`config.mk`:
```
export PLATFORM = sky130hd
export DESIGN_NAME = fp_wb_buffer
export DESIGN_NICKNAME = d
export VERILOG_FILES = /design/src/rtl/fp_wb_buffer_pkg.sv /design/src/rtl/fp_wb_buffer_fifo_mem.sv /design/src/rtl/fp_wb_buffer.sv
export SDC_FILE = /design/constraint.sdc
export NUM_CORES = 1
export LEC_CHECK = 0
export BUFFER_PORTS_ARGS = -buffer_cell sky130_fd_sc_hd__buf_2
export CAP_MARGIN = 10
export CORE_MARGIN = 5
export CORE_UTILIZATION = 42
export CTS_BUF_LIST = sky130_fd_sc_hd__clkbuf_16
export DETAILED_ROUTE_END_ITERATION = 6
export PLACE_DENSITY = 0.58
export SLEW_MARGIN = 15
export SYNTH_ARGS = -nofsm -noshare
export SYNTH_HDL_FRONTEND = slang
export SYNTH_SLANG_ARGS = --single-unit
```
`constraint.sdc`:
```
create_clock -name clk -period 8.7 [get_ports clk]
set_input_delay 0 -clock clk [delete_from_list [all_inputs] [get_ports clk]]
set_output_delay 0 -clock clk [all_outputs]
set_load 0.005 [all_outputs]
```
`src/rtl/fp_wb_buffer_pkg.sv`:
```
// Shared core types used by the FP writeback buffer and other flushable stages.
package fp_wb_buffer_pkg;

    localparam int SQN_W = 7;
    localparam int TAG_W = 7;
    localparam int NM_W  = 5;
    localparam int RES_W = 32;

    typedef logic [SQN_W-1:0] SqN;
    typedef logic [TAG_W-1:0] Tag;
    typedef logic [NM_W-1:0]  RegNm;

    typedef enum logic [3:0] {
        FLAGS_NONE   = 4'd0,
        FLAGS_BRK    = 4'd1,
        FLAGS_TRAP   = 4'd2,
        FLAGS_EXCEPT = 4'd3,
        FLAGS_FP_NX  = 4'd4,
        FLAGS_FP_UF  = 4'd5,
        FLAGS_FP_OF  = 4'd6,
        FLAGS_FP_DZ  = 4'd7,
        FLAGS_FP_NV  = 4'd8
    } Flags;

    typedef struct packed {
        logic taken;
        SqN   sqN;
    } BranchProv;

    typedef struct packed {
        logic [RES_W-1:0] result;
        Tag               tagDst;
        RegNm             nmDst;
        SqN               sqN;
        Flags             flags;
        logic             doNotCommit;
        logic             valid;
    } RES_UOp;

    // True when a is strictly younger than b in the wrapping sequence space,
    // i.e. $signed(a - b) > 0: non-zero difference with a clear sign bit.
    function automatic logic is_younger(input SqN a, input SqN b);
        SqN w_diff;
        w_diff = a - b;
        return (w_diff != '0) && !w_diff[SQN_W-1];
    endfunction

endpackage

```
`src/rtl/fp_wb_buffer_fifo_mem.sv`:
```
// Storage array for the FP writeback buffer: DEPTH result entries plus a
// valid bit per entry. Valid bits are cleared by the flush-kill vector and by
// retiring the head slot; a write always leaves its slot valid.
module fp_wb_fifo_mem
    import fp_wb_buffer_pkg::*;
#(
    parameter int DEPTH = 4,
    localparam int PTR_W = $clog2(DEPTH)
) (
    input  logic                        clk,
    input  logic                        rst,
    input  logic                        i_wr_en,
    input  logic [PTR_W-1:0]            i_wr_ptr,
    input  RES_UOp                      i_wr_data,
    input  logic                        i_rd_en,
    input  logic [PTR_W-1:0]            i_rd_ptr,
    input  logic [DEPTH-1:0]            i_kill,
    output RES_UOp                      o_rd_data,
    output logic [DEPTH-1:0]            o_valid,
    output logic [DEPTH-1:0][SQN_W-1:0] o_sqn
);

    RES_UOp             r_data [DEPTH];
    logic [DEPTH-1:0]   r_valid;
    logic [DEPTH-1:0]   w_valid_next;

    // Valid-bit update: kill, then retire head, then mark the written slot.
    always_comb begin
        w_valid_next = r_valid & ~i_kill;
        if (i_rd_en) begin
            w_valid_next[i_rd_ptr] = 1'b0;
        end
        if (i_wr_en) begin
            w_valid_next[i_wr_ptr] = 1'b1;
        end
    end

    // Valid bits are the only storage state that needs a reset.
    always_ff @(posedge clk or negedge rst) begin
        if (!rst) begin
            r_valid <= '0;
        end else begin
            r_valid <= w_valid_next;
        end
    end

    // Payload storage; contents of invalid slots are never observed.
    always_ff @(posedge clk) begin
        if (i_wr_en) begin
            r_data[i_wr_ptr] <= i_wr_data;
        end
    end

    assign o_rd_data = r_data[i_rd_ptr];
    assign o_valid   = r_valid;

    for (genvar g = 0; g < DEPTH; g++) begin : g_sqn
        assign o_sqn[g] = r_data[g].sqN;
    end

endmodule

```
`src/rtl/fp_wb_buffer.sv`:
```
// In-order result buffer between the FP multiplier and the shared writeback
// port. Empty buffer with a free output register bypasses straight to the
// output; otherwise results queue and drain in arrival order. Flushed slots
// keep their place in the ring and are retired one per cycle as bubbles.
module fp_wb_buffer
    import fp_wb_buffer_pkg::*;
#(
    parameter int DEPTH        = 4,
    parameter int STALL_MARGIN = 2
) (
    input  logic      clk,
    input  logic      rst,
    input  BranchProv IN_branch,
    input  RES_UOp    IN_uop,
    input  logic      IN_wbStall,
    output RES_UOp    OUT_uop,
    output logic      OUT_stall,
    output logic      OUT_overflow
);

    localparam int PTR_W = $clog2(DEPTH);
    localparam int CNT_W = $clog2(DEPTH + 1);
    localparam logic [CNT_W-1:0] FULL_CNT  = CNT_W'(DEPTH);
    localparam logic [CNT_W-1:0] STALL_CNT = CNT_W'(DEPTH - STALL_MARGIN);

    logic [PTR_W-1:0] r_rd_ptr;
    logic [PTR_W-1:0] r_wr_ptr;
    logic [CNT_W-1:0] r_count;
    RES_UOp           r_out;
    logic             r_stall;
    logic             r_overflow;

    RES_UOp                      w_mem_rd;
    logic [DEPTH-1:0]            w_mem_valid;
    logic [DEPTH-1:0][SQN_W-1:0] w_mem_sqn;
    logic [DEPTH-1:0]            w_kill;

    logic             w_in_live;
    logic             w_out_kill;
    logic             w_out_free;
    logic             w_head_valid;
    logic             w_deq;
    logic             w_bypass;
    logic             w_enq_req;
    logic             w_enq;
    logic             w_overflow;
    logic [CNT_W-1:0] w_count_next;
    RES_UOp           w_out_next;

    // Flush kill vector for the stored entries.
    always_comb begin
        w_kill = '0;
        for (int i = 0; i < DEPTH; i++) begin
            w_kill[i] = IN_branch.taken && w_mem_valid[i]
                        && is_younger(SqN'(w_mem_sqn[i]), IN_branch.sqN);
        end
    end

    // Dequeue / bypass / enqueue decision and next output register value.
    always_comb begin
        w_in_live    = IN_uop.valid
                       && !(IN_branch.taken && is_younger(IN_uop.sqN, IN_branch.sqN));
        w_out_kill   = r_out.valid && IN_branch.taken
                       && is_younger(r_out.sqN, IN_branch.sqN);
        w_out_free   = !r_out.valid || !IN_wbStall || w_out_kill;
        w_head_valid = w_mem_valid[r_rd_ptr] && !w_kill[r_rd_ptr];

        w_out_next = r_out;
        if (w_out_kill) begin
            w_out_next.valid = 1'b0;
        end
        w_deq    = 1'b0;
        w_bypass = 1'b0;

        if (w_out_free) begin
            if (r_count != '0) begin
                w_deq = 1'b1;
                if (w_head_valid) begin
                    w_out_next       = w_mem_rd;
                    w_out_next.valid = 1'b1;
                end else begin
                    w_out_next.valid = 1'b0;
                end
            end else if (w_in_live) begin
                w_bypass   = 1'b1;
                w_out_next = IN_uop;
            end else begin
                w_out_next.valid = 1'b0;
            end
        end

        w_enq_req    = w_in_live && !w_bypass;
        w_enq        = w_enq_req && ((r_count != FULL_CNT) || w_deq);
        w_overflow   = w_enq_req && (r_count == FULL_CNT) && !w_deq;
        w_count_next = r_count + CNT_W'(w_enq) - CNT_W'(w_deq);
    end

    fp_wb_fifo_mem #(
        .DEPTH (DEPTH)
    ) u_mem (
        .clk       (clk),
        .rst       (rst),
        .i_wr_en   (w_enq),
        .i_wr_ptr  (r_wr_ptr),
        .i_wr_data (IN_uop),
        .i_rd_en   (w_deq),
        .i_rd_ptr  (r_rd_ptr),
        .i_kill    (w_kill),
        .o_rd_data (w_mem_rd),
        .o_valid   (w_mem_valid),
        .o_sqn     (w_mem_sqn)
    );

    // Pointers, occupancy, output register, early stall and sticky overflow.
    always_ff @(posedge clk or negedge rst) begin
        if (!rst) begin
            r_rd_ptr   <= '0;
            r_wr_ptr   <= '0;
            r_count    <= '0;
            r_out      <= '0;
            r_stall    <= 1'b0;
            r_overflow <= 1'b0;
        end else begin
            if (w_deq) begin
                r_rd_ptr <= r_rd_ptr + PTR_W'(1);
            end
            if (w_enq) begin
                r_wr_ptr <= r_wr_ptr + PTR_W'(1);
            end
            r_count <= w_count_next;
            r_out   <= w_out_next;
            r_stall <= (w_count_next >= STALL_CNT);
            if (w_overflow) begin
                r_overflow <= 1'b1;
            end
        end
    end

    // Overflow means FP issue ignored OUT_stall; make it visible in simulation.
    always_ff @(posedge clk) begin
        if (rst) begin
            assert (!w_overflow)
                else $warning("fp_wb_buffer: uop sqN %0d dropped, buffer full", IN_uop.sqN);
        end
    end

    assign OUT_uop      = r_out;
    assign OUT_stall    = r_stall;
    assign OUT_overflow = r_overflow;

endmodule

```
=== Word-level counts from Yosys, hierarchy flattened ===
Memory sizes are Yosys's and may differ from the RTL's.
Cells that the tools add are included.

* Bits in registers: 70
* Bits in writable memories: 228
* Input bits: 68
* Logic and storage cells: 111
* Memories kept: 1

* Add/subtract/negate cells: 10
* Magnitude comparators: 5
* Equal/unequal tests: 3
* Multiplexer cells: 24
* Bitwise operators: 5
* Reduce and logical (&&, ||, !) cells: 50

{| class="wikitable"
|+ Memories
! name !! depth !! width !! rd ports !! clocked after Yosys merged registers in !! wr ports !! RTL line !! text
|-
| u_mem.r_data || 4 || 57 || 5 || 0 || 1 || fp_wb_buffer_fifo_mem.sv:23 || <nowiki>RES_UOp r_data [DEPTH];</nowiki>
|}

{| class="wikitable"
|+ Operator list
! cell !! count
|-
| $mux W56 || 2
|-
| $mux W57 || 1
|-
| $reduce_bool A7 Y1 || 6
|-
| $sub A7 B7 Y7 || 6
|-
| $logic_and A1 B1 Y1 || 25
|-
| $mux W1 || 15
|-
| $logic_not A1 Y1 || 12
|-
| $and A4 B4 Y4 || 2
|-
| $mux W4 || 2
|-
| $not A4 Y4 || 2
|-
| $lt A2 B3 Y1 const B || 2
|-
| $add A2 B1 Y2 const B || 2
|-
| $bmux W1 S2 || 2
|-
| $demux W1 S2 || 2
|-
| $ge A2 B1 Y1 const B || 2
|-
| $or A4 B4 Y4 || 1
|-
| $reduce_bool A2 Y1 || 2
|-
| $add A3 B1 Y3 || 1
|-
| $eq A3 B3 Y1 const B || 1
|-
| $ge A3 B2 Y1 const B || 1
|-
| $logic_or A1 B1 Y1 || 3
|-
| $ne A3 B3 Y1 const B || 1
|-
| $reduce_and A3 Y1 || 1
|-
| $reduce_bool A3 Y1 || 1
|-
| 2 further kinds || 2
|}

=== Longest topological paths before layout ===
* Depth after elaboration: 15
* Depth in mapped cells: 17

=== By module ===
Synthesis repeated with hierarchy kept, for this count alone.

* Cells, all modules: 902
* Area total of the unflattened synthesis: 13521.7 um^2

{| class="wikitable"
|+ Modules (own cells, without submodules)
! module !! instances !! cells each !! area an instance (um^2)
|-
| fp_wb_fifo_mem || 1 || 348 || 8710.9
|-
| fp_wb_buffer || 1 || 554 || 4810.9
|}

=== Worst setup path after synthesis ===
No wires, ideal clock.

* Path type: register to register
* From: register r_out (netlist bit OUT_uop[8])
* To: memory u_mem.r_data[0][10] (netlist bit) (enable)
* Library setup time: 0.420 ns
* Data arrival time: 3.521 ns
* Required time: 8.280 ns
* Path slack: 4.759 ns
* Cell stages (with the launch flop): 11
* Clock period less this slack: 3.941 ns
* Path through: dfrtp_1 > ha_1 > o21ai_0 > a21oi_1 > o41a_1 > mux2i_1 > o22a_1 > xor2_1 > a21boi_0 > buf_2 > and2_1

* Longest elaborated chain between the ends: 11

{| class="wikitable"
|+ RTL lines
! what !! RTL line !! text
|-
| start, declared || fp_wb_buffer.sv:29 || <nowiki>RES_UOp r_out;</nowiki>
|-
| start signal, assigned || fp_wb_buffer.sv:131 || <nowiki>r_out <= w_out_next;</nowiki>
|-
| $sub A7 B7 Y7 * || fp_wb_buffer_pkg.sv:44 || <nowiki>w_diff = a - b;</nowiki>
|-
| $reduce_bool A7 Y1 / $logic_not A1 Y1 (equally long branches) || fp_wb_buffer_pkg.sv:45 || <nowiki>return (w_diff != '0) && !w_diff[SQN_W-1];</nowiki>
|-
| $logic_and A1 B1 Y1 * || fp_wb_buffer_pkg.sv:45 ||
|-
| $logic_and A1 B1 Y1 * || fp_wb_buffer.sv:64 || <nowiki>&& is_younger(r_out.sqN, IN_branch.sqN);</nowiki>
|-
| $logic_or A1 B1 Y1 * || fp_wb_buffer.sv:65 || <nowiki>w_out_free = !r_out.valid || !IN_wbStall || w_out_kill;</nowiki>
|-
| $mux W1 || fp_wb_buffer.sv:75 || <nowiki>if (w_out_free) begin</nowiki>
|-
| $logic_not A1 Y1 || fp_wb_buffer.sv:92 || <nowiki>w_enq_req = w_in_live && !w_bypass;</nowiki>
|-
| $logic_and A1 B1 Y1 || fp_wb_buffer.sv:92 ||
|-
| $logic_and A1 B1 Y1 * || fp_wb_buffer.sv:93 || <nowiki>w_enq = w_enq_req && ((r_count != FULL_CNT) || w_deq);</nowiki>
|-
| $mux W1 * || fp_wb_buffer_fifo_mem.sv:49 || <nowiki>if (i_wr_en) begin</nowiki>
|-
| $mux W1 (not written as such) * || fp_wb_buffer_fifo_mem.sv:50 || <nowiki>r_data[i_wr_ptr] <= i_wr_data;</nowiki>
|-
| end, declared || fp_wb_buffer_fifo_mem.sv:23 ||
|}

Every way passes the cells marked *; elsewhere a longest branch is shown, timed or not.

=== Worst setup path in the final report ===
* From: register r_rd_ptr[0]
* To: register r_out (netlist bit OUT_uop[24])

* Longest elaborated chain between the ends: 6

{| class="wikitable"
|+ RTL lines
! what !! RTL line !! text
|-
| start, declared || fp_wb_buffer.sv:26 || <nowiki>logic [PTR_W-1:0] r_rd_ptr;</nowiki>
|-
| start signal, assigned || fp_wb_buffer.sv:125 || <nowiki>r_rd_ptr <= r_rd_ptr + PTR_W'(1);</nowiki>
|-
| $bmux W1 S2 || fp_wb_buffer.sv:66 || <nowiki>w_head_valid = w_mem_valid[r_rd_ptr] && !w_kill[r_rd_ptr];</nowiki>
|-
| $mux W1 (not written as such) || fp_wb_buffer.sv:66 ||
|-
| $logic_not A1 Y1 || fp_wb_buffer.sv:66 ||
|-
| $logic_and A1 B1 Y1 || fp_wb_buffer.sv:66 ||
|-
| $ne A2 B2 Y1 (no source line) || n/a ||
|-
| $reduce_and A3 Y1 (no source line) || n/a ||
|}

Several ways; a longest one is shown, not always the timed one. The select of a mux whose other input is x is not followed.
A chain may end at the register's enable or synchronous reset.

==> out/qor.yml <==
grt-ovfl-total: 0
grt_usage_pct: 15.78
synth_mux_area_share_pct: 20.70
placeableCoreArea_um2: 30750
slew_violations: 0
status: "completed"
fmax_mhz: 225.1
ant_nets: 0
drc: 0
synth_seq_area_share_pct: 64.50
path_class: "register to register"
fin_crit_ns: 4.442
final_common_cell: "edfxtp_1"
ys_types: 59
io_pins: 127
worst_pin_slew_ns: 1.104
place_inst: 1241
cts.repair.resized: 0
crit_arrival_ns: 4.86
grt_pass1_vias: 7736
synth-edff-count: 224
synth_top_cell_by_area: "edfxtp_1"
routedWlPerCell_um: 20.49
place_congestion: 0.8089
critPathCaptureType: "register"
hp-class: "input port to register"
synth.avg_cell_area_um2: 17.81
finClkSkew_ns: 0.01987
syn-cell-area_um2: 13150
fin_crit_sh_pct: 51.06
synth-compound-area-share_pct: 3.617
r2r-start: "r_rd_ptr[0]$_DFFE_PN0N_"
synthArstFlopShare_pct: 23.81
viasPerCell: 5.257
cts_buffers: 30
rsz0062_at_grt: "false"
htreeDepth: 1
fin_ws_ns: 4.258
yosys.area_share.simple_pct: 3.636
hpwl_mm: 17.44
slew_headroom_pct: 26.23
setup_violations: 0
synth-seq-cells: 294
cts_tree: "built"
syn_inst: 738
antenna_found_initial: 0
cp.required_ns: 9.12
yosys_warnings: 0
nFillCells: 2581
cts_root_buffer: "clkbuf_16"
synth_top_family_by_area: "multiplexers"
drt_pass1_iterations: 4
clockBufferDepth: 3
rr_endpoint: "OUT_uop[24]$_DFFE_PN0P_"
rows: 64
min_from: "IN_branch[6]"
pre_cts_slack_ns: 4.126
first_iter_violations: 373
whs_endpoint: "u_mem.o_valid[0]$_DFF_PN0_"
synth_top_area_share_pct: 51.17
initial_core_util_pct: 42.75
detailroute.via_count: 7144
die_w_um: 186.9
syn2layout_area_growth_pct: 20.25
hold_depth: 5
drive_gt1_share_pct: 38.84
synth_adder_area_share_pct: 4.531
syn_nets: 853
finalSetupTns_ns: 0
clock-sinks: 294
power.density_nw_per_um2: 336.3
rrSetupSlack_ns: 4.26
die_area_um2: 34940
hold_viol: 0
port_buffers: 126
path_max_fanout: 39
final_util_pct: 51.40
maxCapViolCount: 0
ys_top_cells_by_area: "edfxtp_1 (51%), dfrtp_1 (13%), mux4_2 (9.8%), mux2_2 (6.3%), mux2_4 (4.5%)"
total_power_mw: 5.316
peakVddDrop_mv: 0.1994
reg2reg_depth: 8
clk_pin_slew_worst_paths_ns: 0.07
die_y_um: 186.9
synth_xor_area_share_pct: 1.133
start_kind: "register"
nNetsFinal: 1054
grt_max_degree: 60
instances_no_fill: 1359
diodes: 0
most-common-layout-cells: "edfxtp_1 (224), buf_2 (125), mux2_2 (73)"
wl_mm: 27.85
p_leak_nw: 5.909
synthFlopType: "edfxtp_1"
clk_latency_ns: 0.55
grt_pass1_wl_mm: 44.58
[final cells by class]
class	instances	area (um2)	share of cell area (%)
clock inverter	25	190.2	1.203
multi-input combinational	392	4437	28.07
timing repair buffer	198	1339	8.470
clock buffer	31	775.7	4.908
sequential	294	8483	53.67
tap	396	495.5	3.135
inverter	23	86.33	0.5462
[state kept, by name, summed over array words and instances (netlist names)]
name	count
r_wr_ptr	2
u_mem.o_valid	4
r_count	3
OUT_stall	1
OUT_overflow	1
u_mem.r_data	224
r_rd_ptr	2
OUT_uop	57
[cells by family (layout without fill, tap and decap cells)]
| group | count (synthesis) | count (layout) |
|---|---|---|
| flops | 294 | 294 |
| mux | 172 | 172 |
| simple gates | 90 | 90 |
| compound gates | 66 | 66 |
| buf+inv | 52 | 277 |
| fa+ha+maj | 47 | 47 |
| xor+xnor | 17 | 17 |
[worst max-delay path, cell delays in order, from the launching register on]
cell and delay [ns]:
dfrtp_4 0.96, buf_4 0.56, mux4_2 0.31, nand2b_1 0.06
a31oi_1 0.14, nand4_1 0.21, a21oi_4 0.91, buf_4 0.69
mux2_2 0.40
[synthesized netlist by cell type, drive strengths merged (2+ instances only)]
| master | count |
|---|---|
| or3 | 5 |
| edfxtp | 224 |
| ha | 46 |
| o211ai | 3 |
| mux2 | 112 |
| o21ai | 9 |
| buf | 15 |
| and2 | 7 |
| or2 | 3 |
| a32o | 3 |
| mux2i | 3 |
| mux4 | 57 |
| clkbuf | 14 |
| xor2 | 4 |
| nand2 | 19 |
| o21bai | 2 |
| o31ai | 5 |
| nand4 | 4 |
| xnor2 | 13 |
| a211oi | 3 |
| a31oi | 4 |
| nor2b | 6 |
| a21oi | 14 |
| dfrtp | 70 |
| nor3 | 10 |
| nand2b | 13 |
| o21a | 7 |
| nand3 | 4 |
| inv | 23 |
| o311ai | 3 |
| nor2 | 12 |
[layer usage]
layer / vias up / track usage, % / part of all wire [%]
met4: 0 / 2.958 / 1.4
met1: 3640 / 22.93 / 47
met2: 153 / 25.57 / 48
li1: 3320 / - / -
met3: 31 / 2.632 / 4.5
met5: - / 0 / 0
[how the worst max path moves through the flow]
| stage | from | slack (ns) | cells past startpoint | end |
|---|---|---|---|---|
| after detailed placement | r_rd_ptr[0]$_DFFE_PN0N_ | 4.13 | 8 | OUT_uop[5]$_DFFE_PN0P_ |
| final | r_rd_ptr[0]$_DFFE_PN0N_ | 4.26 | 8 | OUT_uop[24]$_DFFE_PN0P_ |
| after global placement | r_rd_ptr[0]$_DFFE_PN0N_ | 4.12 | 8 | OUT_uop[5]$_DFFE_PN0P_ |
| after CTS | r_rd_ptr[0]$_DFFE_PN0N_ | 4.07 | 8 | OUT_uop[24]$_DFFE_PN0P_ |
| after global routing | r_rd_ptr[0]$_DFFE_PN0N_ | 3.83 | 8 | OUT_uop[24]$_DFFE_PN0P_ |
| after floorplan | OUT_uop[8]$_DFFE_PN0P_ | 4.76 | 10 | u_mem.r_data[0][10]$_DFFE_PP_ |
[stage by stage]
stage / hold WS, ns / area [um2]
2_1_floorplan: -0.2956 / 13150
3_3_place_gp: -0.01917 / 14210
3_5_place_dp: -0.02115 / 14210
4_1_cts: 0.1242 / 15810
5_1_grt: 0.1643 / 15810
6_report: 0.1489 / 15810
[report_power, final]
group / switching [mW] / internal (mW) / leakage (nW)
registers: 0.238 / 1.89 / 2.87
clock network: 0.546 / 0.687 / 0.463
logic: 0.841 / 1.11 / 2.58
total: 1.63 / 3.69 / 5.91
[repair_timing]
item | in CTS | in global routing
endpoints found under the hold margin | 322 | 0
buffers inserted | 0 | 0
hold buffers | 62 | 0
Note: power is estimated with default switching activity, not from simulation.
